<file path="config.mk">
export PLATFORM = sky130hd
export DESIGN_NAME = uart_fifo_bridge
export DESIGN_NICKNAME = d
export VERILOG_FILES = /design/src/rtl/uart_fifo_bridge.sv
export SDC_FILE = /design/constraint.sdc
export NUM_CORES = 1
export LEC_CHECK = 0
export BUFFER_PORTS_ARGS = -buffer_cell sky130_fd_sc_hd__clkbuf_2
export CORE_UTILIZATION = 55
export DETAILED_ROUTE_END_ITERATION = 10
export MAX_ROUTING_LAYER = met4
export PLACE_DENSITY = 0.74
export SLEW_MARGIN = 20
export SYNTH_ARGS = -nofsm -noshare
export SYNTH_HDL_FRONTEND = slang
export SYNTH_SLANG_ARGS = --single-unit
</file>
<file path="constraint.sdc">
create_clock -name clk -period 4.35 [get_ports clk]
set_input_delay 0.6525 -clock clk [delete_from_list [all_inputs] [get_ports clk]]
set_output_delay 0.6525 -clock clk [all_outputs]
set_load 0.03 [all_outputs]
</file>
<file path="src/rtl/uart_fifo_bridge.sv">
// Byte buffering between the CPU bus and the UART core: FWFT TX and RX FIFOs with level counts and sticky overflow flags.
// Optional macro UART_FIFO_IRQ_EN adds parameter RX_IRQ_LEVEL and a registered irq output.
module uart_fifo_bridge #(
    parameter int TX_DEPTH_LOG2 = 4,
    parameter int RX_DEPTH_LOG2 = 4
`ifdef UART_FIFO_IRQ_EN
    ,
    parameter int RX_IRQ_LEVEL = 1
`endif
) (
    input  logic                     clk,
    input  logic                     reset,
    input  logic [7:0]               wr_data,
    input  logic                     wr_en,
    output logic                     tx_full,
    output logic [TX_DEPTH_LOG2:0]   tx_count,
    output logic                     tx_overflow,
    output logic [7:0]               rd_data,
    input  logic                     rd_en,
    output logic                     rx_empty,
    output logic [RX_DEPTH_LOG2:0]   rx_count,
    output logic                     rx_overflow,
    input  logic                     ovf_clear,
    output logic [7:0]               uart_data_in,
    output logic                     uart_transmit,
    input  logic                     uart_fetch,
    input  logic [7:0]               uart_data_out,
    input  logic                     uart_received
`ifdef UART_FIFO_IRQ_EN
    ,
    output logic                     irq
`endif
);

    localparam int TX_DEPTH = 1 << TX_DEPTH_LOG2;
    localparam int RX_DEPTH = 1 << RX_DEPTH_LOG2;
    localparam logic [TX_DEPTH_LOG2:0]   TX_FULL_C    = (TX_DEPTH_LOG2 + 1)'(TX_DEPTH);
    localparam logic [RX_DEPTH_LOG2:0]   RX_FULL_C    = (RX_DEPTH_LOG2 + 1)'(RX_DEPTH);
    localparam logic [TX_DEPTH_LOG2:0]   TX_CNT_ONE_C = {{TX_DEPTH_LOG2{1'b0}}, 1'b1};
    localparam logic [RX_DEPTH_LOG2:0]   RX_CNT_ONE_C = {{RX_DEPTH_LOG2{1'b0}}, 1'b1};
    localparam logic [TX_DEPTH_LOG2-1:0] TX_PTR_ONE_C = {{(TX_DEPTH_LOG2-1){1'b0}}, 1'b1};
    localparam logic [RX_DEPTH_LOG2-1:0] RX_PTR_ONE_C = {{(RX_DEPTH_LOG2-1){1'b0}}, 1'b1};

    logic [7:0]               tx_ram_r [0:TX_DEPTH-1];
    logic [7:0]               rx_ram_r [0:RX_DEPTH-1];
    logic [TX_DEPTH_LOG2-1:0] tx_wr_ptr_r, tx_rd_ptr_r;
    logic [RX_DEPTH_LOG2-1:0] rx_wr_ptr_r, rx_rd_ptr_r;
    logic [TX_DEPTH_LOG2:0]   tx_count_r, tx_count_s;
    logic [RX_DEPTH_LOG2:0]   rx_count_r, rx_count_s;
    logic                     tx_ovf_r, tx_ovf_s, rx_ovf_r, rx_ovf_s;
    logic                     tx_full_s, tx_empty_s, rx_full_s, rx_empty_s;
    logic                     tx_push_s, tx_pop_s, rx_push_s, rx_pop_s;

    // Flag decode, push/pop qualification and next count/overflow state.
    always_comb begin
        tx_full_s  = (tx_count_r == TX_FULL_C);
        tx_empty_s = (tx_count_r == {(TX_DEPTH_LOG2 + 1){1'b0}});
        rx_full_s  = (rx_count_r == RX_FULL_C);
        rx_empty_s = (rx_count_r == {(RX_DEPTH_LOG2 + 1){1'b0}});

        // A pop in the same cycle frees the slot, so a push at full still lands.
        tx_push_s = wr_en && (!tx_full_s || uart_fetch);
        tx_pop_s  = uart_fetch && !tx_empty_s;
        rx_push_s = uart_received && (!rx_full_s || rd_en);
        rx_pop_s  = rd_en && !rx_empty_s;

        tx_count_s = tx_count_r;
        case ({tx_push_s, tx_pop_s})
            2'b10:   tx_count_s = tx_count_r + TX_CNT_ONE_C;
            2'b01:   tx_count_s = tx_count_r - TX_CNT_ONE_C;
            default: tx_count_s = tx_count_r;
        endcase

        rx_count_s = rx_count_r;
        case ({rx_push_s, rx_pop_s})
            2'b10:   rx_count_s = rx_count_r + RX_CNT_ONE_C;
            2'b01:   rx_count_s = rx_count_r - RX_CNT_ONE_C;
            default: rx_count_s = rx_count_r;
        endcase

        // A set condition outranks a clear in the same cycle.
        tx_ovf_s = tx_ovf_r;
        if (wr_en && tx_full_s && !uart_fetch) begin
            tx_ovf_s = 1'b1;
        end else if (ovf_clear) begin
            tx_ovf_s = 1'b0;
        end else begin
            tx_ovf_s = tx_ovf_r;
        end

        rx_ovf_s = rx_ovf_r;
        if (uart_received && rx_full_s && !rd_en) begin
            rx_ovf_s = 1'b1;
        end else if (ovf_clear) begin
            rx_ovf_s = 1'b0;
        end else begin
            rx_ovf_s = rx_ovf_r;
        end
    end

    // Pointer, count and sticky flag registers.
    always_ff @(posedge clk) begin
        if (!reset) begin
            tx_wr_ptr_r <= {TX_DEPTH_LOG2{1'b0}};
            tx_rd_ptr_r <= {TX_DEPTH_LOG2{1'b0}};
            rx_wr_ptr_r <= {RX_DEPTH_LOG2{1'b0}};
            rx_rd_ptr_r <= {RX_DEPTH_LOG2{1'b0}};
            tx_count_r  <= {(TX_DEPTH_LOG2 + 1){1'b0}};
            rx_count_r  <= {(RX_DEPTH_LOG2 + 1){1'b0}};
            tx_ovf_r    <= 1'b0;
            rx_ovf_r    <= 1'b0;
        end else begin
            if (tx_push_s) tx_wr_ptr_r <= tx_wr_ptr_r + TX_PTR_ONE_C;
            if (tx_pop_s)  tx_rd_ptr_r <= tx_rd_ptr_r + TX_PTR_ONE_C;
            if (rx_push_s) rx_wr_ptr_r <= rx_wr_ptr_r + RX_PTR_ONE_C;
            if (rx_pop_s)  rx_rd_ptr_r <= rx_rd_ptr_r + RX_PTR_ONE_C;
            tx_count_r <= tx_count_s;
            rx_count_r <= rx_count_s;
            tx_ovf_r   <= tx_ovf_s;
            rx_ovf_r   <= rx_ovf_s;
        end
    end

    // Storage arrays; contents survive reset, only the pointers are cleared.
    always_ff @(posedge clk) begin
        if (reset && tx_push_s) tx_ram_r[tx_wr_ptr_r] <= wr_data;
        if (reset && rx_push_s) rx_ram_r[rx_wr_ptr_r] <= uart_data_out;
    end

    // First-word-fall-through head outputs and level reporting.
    always_comb begin
        uart_data_in  = tx_ram_r[tx_rd_ptr_r];
        uart_transmit = !tx_empty_s;
        tx_full       = tx_full_s;
        tx_count      = tx_count_r;
        tx_overflow   = tx_ovf_r;
        rx_empty      = rx_empty_s;
        rx_count      = rx_count_r;
        rx_overflow   = rx_ovf_r;
        if (rx_empty_s) begin
            rd_data = 8'h00;
        end else begin
            rd_data = rx_ram_r[rx_rd_ptr_r];
        end
    end

`ifdef UART_FIFO_IRQ_EN
    localparam logic [RX_DEPTH_LOG2:0] RX_IRQ_LEVEL_C = (RX_DEPTH_LOG2 + 1)'(RX_IRQ_LEVEL);
    logic irq_r;

    // Interrupt follows its causes with one cycle of latency.
    always_ff @(posedge clk) begin
        if (!reset) begin
            irq_r <= 1'b0;
        end else begin
            irq_r <= (rx_count_r >= RX_IRQ_LEVEL_C) || rx_ovf_r || tx_ovf_r;
        end
    end

    assign irq = irq_r;
`endif

endmodule

</file>
== Yosys cells after proc, flatten, opt, wreduce, memory -nomap -nowiden ==
Memories as Yosys holds them, arrays and structs flattened. A register that Yosys moved wholly into a read port is not among the register bits.
Index checks and enable logic that the tools add are counted.
W data, S select, Z words.
Word-level totals
  memories kept: 2
  input bits: 23
  register bits: 28
  RAM bits: 256
  output and inout port bits: 31
Memory list
  rx_ram_r: depth 16, width 8, rd ports 1, clocked after memory_dff 1, wr ports 1, line 45  | logic [7:0] rx_ram_r [0:RX_DEPTH-1];
  tx_ram_r: depth 16, width 8, rd ports 1, clocked after memory_dff 1, wr ports 1, line 44  | logic [7:0] tx_ram_r [0:TX_DEPTH-1];
Cells by class
  reductions and logical operators: 24
  equal/unequal tests: 6
  muxes and demuxes: 14
  add/subtract/negate cells: 8
Operator list (count)
  $pmux W5 S2: 2
  $add A4 B1 Y4 const B: 4
  $mux W4: 4
  $add A5 B1 Y5 const B: 2
  $eq A5 B5 Y1 const B: 2
  $logic_and A1 B1 Y1: 10
  $logic_not A5 Y1: 2
  $sub A5 B1 Y5 const B: 2
  $mux W8: 1
  $reduce_bool A2 Y1: 4
  $mux W1: 7
  $logic_not A1 Y1: 6
  $eq A2 B1 Y1 const B: 2
  $eq A2 B2 Y1 const B: 2
  $logic_or A1 B1 Y1: 2

== Longest topological paths before layout ==
  depth after elaboration: 7
  mapped depth: 12

== Worst setup path after synthesis ==
Ideal clock, no wire load.
  path type: reg-to-reg
  start: register tx_count_r[0] (netlist: tx_count[0])
  end: register tx_count_r[4] (netlist: tx_count[4])
  cell stages (with the launch flop): 12
  buffers on the path: 2
  slack: 1.152 ns
  arrival: 3.133 ns
  required time: 4.285 ns
  path through: dfxtp_1 > or4_4 > o31ai_4 > buf_2 > ha_1 > clkbuf_1 > xor2_1 > ha_1 > o21ai_0 > or3_1 > a2111oi_0 > nand4b_1
On the way
  word-level cells in the longest chain between the ends: 6
  elaborated cells on any way between the ends: 13
  those cells by class: add/sub (2); eq/ne (3); mux (1); reduce/logical (7)
Ends and longest elaborated chain
  from (decl): line 48  | logic [TX_DEPTH_LOG2:0] tx_count_r, tx_count_s;
  from (signal assigned): line 108  | tx_count_r <= {(TX_DEPTH_LOG2 + 1){1'b0}};
  from (signal assigned): line 117  | tx_count_r <= tx_count_s;
  $eq A5 B5 Y1: line 56  | tx_full_s = (tx_count_r == TX_FULL_C);
  $logic_not A1 Y1: line 62  | tx_push_s = wr_en && (!tx_full_s || uart_fetch);
  $logic_or A1 B1 Y1: line 62
  $logic_and A1 B1 Y1: line 62
  $eq A2 B1 Y1 or $eq A2 B2 Y1 (tied branches): line 68  | case ({tx_push_s, tx_pop_s})
  $pmux W5 S2 or $reduce_bool A2 Y1 (tied branches)
Parallel ways exist; a longest one is shown, timed or not.
A chain may end at the register's enable or synchronous reset.

==> metrics <==
status complete, no violations; Tcrit/Tclk final 0.8092; Worst Path Arrival 2.87 ns; die width ~150 um; DRT Wirelength between 20000 and 25000 um; warnings from Yosys 0; number of flops mapped to enable cells by yosys 256; worst relative slew slack 0.2870; CTS Buf Count 29; Hold Buf Count CTS 0; Longest Clk Path Bufs 3; initial antenna violation count 0; DR pass1 iterations 7; number of routed nets with antenna violations 0; Tot Pwr 7.372 mW; max-cap violations 0; Core Area 21020 um2; Final Non-Filler Cells ~1.0k; DR iter-0 viols 516; die area 22010 um2; postcts setup bufs 0; TritonCTS clock tree done; Nets between 700 and 800; DRC 0; final hold vios 0; flops & latches, synth 292; setup tns final 0 ns; Vias 6251; startpoint types flip-flop; All-Layer GR Usage 0.2299; Avg Cell Area, Syn 17.80 um2; clock skew ~0.018 ns; placed cells 971; layout cells sized above 1 0.2490; IO Count 54; HP Class input pin to flip-flop; routability cong. 0.9036; post_cts resized 0; Setup-failing EPs final 0; Synth Flop Type edfxtp_1; I/O Buffers 53; CTS Sinks just under 300; largest net degree at the start of global routing 33; mean routed wirelength per cell 22.90 um; layout filler cell count 1407; Netlist cell types 47; worst path required time 3.70 ns; Area growth syn-to-layout 13.21%; CP Capture Type output port; DIE HEIGHT between 100 and 150 um; Worst-Skew Late Latency 0.53 ns; Detailed Place HPWL between 10000 and 15000 um; first-pass GRT wire length 36650 um; Max H-tree Level 1; post-synthesis sequential area ratio 0.7137; Hold Worst Slack 0.4250 ns; Tmin final 3.520 ns; drt via density 6.116; Post-synth ARST share 0; FMAX 0.2841 GHz; cell row count 53; Initial Util 0.5604; Root Buffer clkbuf_16; RSZ-0062 raised after global routing no; peak supply drop about 0.64 mV; Power Density 552.7 nW/um2; synthesized cell area 11780 um2; Slew Viols, Final 0; CTS clock-pin slew for the worst setup and hold paths 0.06 ns; crit path kind flip-flop to output port; Cells after Synth 662; crit-path max FO 17; GRT Residual Overflow 0; Pleak 4.365 nW; # diodes 0; Least-Margin Pin Slew 1.061 ns; vias in the first global route 6413; post-synth net total 703
cell usage after synthesis (2+ instances only):
| cell type | number | area, um2 |
|---|---|---|
| a2111oi_0 | 2 | 17.52 |
| a211oi_1 | 16 | 120.1 |
| a21o_1 | 2 | 15.01 |
| a21oi_1 | 6 | 30.03 |
| a22oi_1 | 16 | 120.1 |
| a31oi_1 | 2 | 12.51 |
| and2_1 | 2 | 12.51 |
| and3_1 | 2 | 12.51 |
| buf_1 | 5 | 18.77 |
| buf_2 | 13 | 65.06 |
| clkbuf_1 | 17 | 63.81 |
| dfxtp_1 | 36 | 720.7 |
| edfxtp_1 | 256 | 7687 |
| ha_1 | 18 | 225.2 |
| inv_1 | 13 | 48.80 |
| mux2i_1 | 13 | 130.1 |
| mux4_2 | 64 | 1441 |
| nand2_1 | 22 | 82.58 |
| nand2b_1 | 9 | 56.30 |
| nand3_1 | 10 | 50.05 |
| nand3b_1 | 3 | 22.52 |
| nand4_1 | 5 | 31.28 |
| nand4b_1 | 6 | 52.55 |
| nand4bb_1 | 2 | 22.52 |
| nor2_1 | 39 | 146.4 |
| nor2b_1 | 11 | 68.82 |
| nor3_1 | 16 | 80.08 |
| nor4_1 | 4 | 25.02 |
| o211ai_1 | 4 | 30.03 |
| o21a_1 | 5 | 37.54 |
| o21ai_0 | 9 | 45.04 |
| o31a_1 | 2 | 17.52 |
| or2_2 | 2 | 12.51 |
| or3_1 | 6 | 37.54 |
| xnor2_1 | 4 | 35.03 |
| xor2_1 | 9 | 78.83 |
report_power, final:
group,internal [mW],switching [mW]
clock network,1.45,0.968
logic,0.623,1.04
registers,3.15,0.147
path summary, 6_finish.rpt:
kind | start | endpoint | slack [ns] | depth (start not counted)
max reg2reg | tx_count[0]$_SDFFE_PN0P_ | tx_count[4]$_SDFFE_PN0P_ | 1.07 | 10
max | flip-flop | uart_data_in[2] | 0.83 | 5
min | ovf_clear | tx_overflow$_SDFFE_PN0P_ | 0.43 | 4
min reg2reg | tx_overflow$_SDFFE_PN0P_ | tx_overflow$_SDFFE_PN0P_ | 0.52 | 2
flip-flops by register name, indices dropped and copies added (netlist names), named ones only:
signal       cells
tx_wr_ptr_r      4
tx_overflow      1
rx_overflow      1
tx_rd_ptr_r      4
rx_rd_ptr_r      4
rx_count         5
rx_ram_r       128
tx_ram_r       128
rx_wr_ptr_r      4
tx_count         5
logic make-up (layout without fill, tap and decap cells):
logic type / after synthesis / after routing / share of synthesized area
flops: 292 / 292 / 0.7137
buf+inv: 51 / 136 / 0.01859
simple gates: 142 / 142 / 0.06298
xor+xnor: 13 / 13 / 0.009664
compound gates: 69 / 69 / 0.04259
fa+ha+maj: 18 / 18 / 0.01912
mux: 77 / 77 / 0.1334
cells in the final DEF (no fill, tap or decap), types with 4 or more instances in the layout:
| cell type | instances |
|---|---|
| clkbuf_2 | 53 |
| clkbuf_1 | 10 |
| nor2b_1 | 11 |
| clkbuf_16 | 29 |
| nand3_1 | 10 |
| nand2_1 | 22 |
| mux4_2 | 64 |
| nand2b_1 | 9 |
| a211oi_1 | 16 |
| clkinv_1 | 4 |
| buf_4 | 18 |
| a22oi_1 | 16 |
| mux2i_1 | 13 |
| edfxtp_1 | 256 |
| o21a_1 | 5 |
| or3_1 | 6 |
| xor2_1 | 9 |
| inv_1 | 13 |
| nand4_1 | 5 |
| nand4b_1 | 6 |
| nor3_1 | 16 |
| dfxtp_1 | 34 |
| xnor2_1 | 4 |
| a21oi_1 | 6 |
| o211ai_1 | 4 |
| nor2_1 | 39 |
| o21ai_0 | 9 |
| ha_1 | 18 |
stage by stage:
stage | instance area [um2] | util | worst slack, ns
global route | 13340 | 0.6345 | 0.6423
detailed placement | 12390 | 0.5893 | 1.092
global placement | 12390 | 0.5893 | 1.299
finish | 13340 | 0.6345 | 0.8299
CTS | 13310 | 0.6332 | 0.7479
floorplan | 11780 | - | 1.152
area by class of cell:
class | instances | area, um2 | share of cell area
Clock inverter | 9 | 120.1 | 0.009006
Multi-Input combinational cell | 319 | 3206 | 0.2403
Tap cell | 275 | 344.1 | 0.02580
Sequential cell | 292 | 8411 | 0.6306
Inverter | 14 | 52.55 | 0.003940
Clock buffer | 42 | 804.5 | 0.06032
Timing Repair Buffer | 71 | 400.4 | 0.03002
per-layer routing:
layer	GRT usage	vias to the layer above	routed length (um)
li1	-	2777	-
met1	0.3122	3222	9775
met2	0.3728	221	12000
met3	0.03282	31	1251
met4	0.05258	0	373
met5	-	-	0
worst max-delay path: stages (launching register included):
cell and delay (ns):
dfxtp_2 0.73, buf_4 0.43, mux4_2 0.57, a22oi_1 0.28
nand2_1 0.11, clkbuf_2 0.20
(Power assumes the default switching activity.)
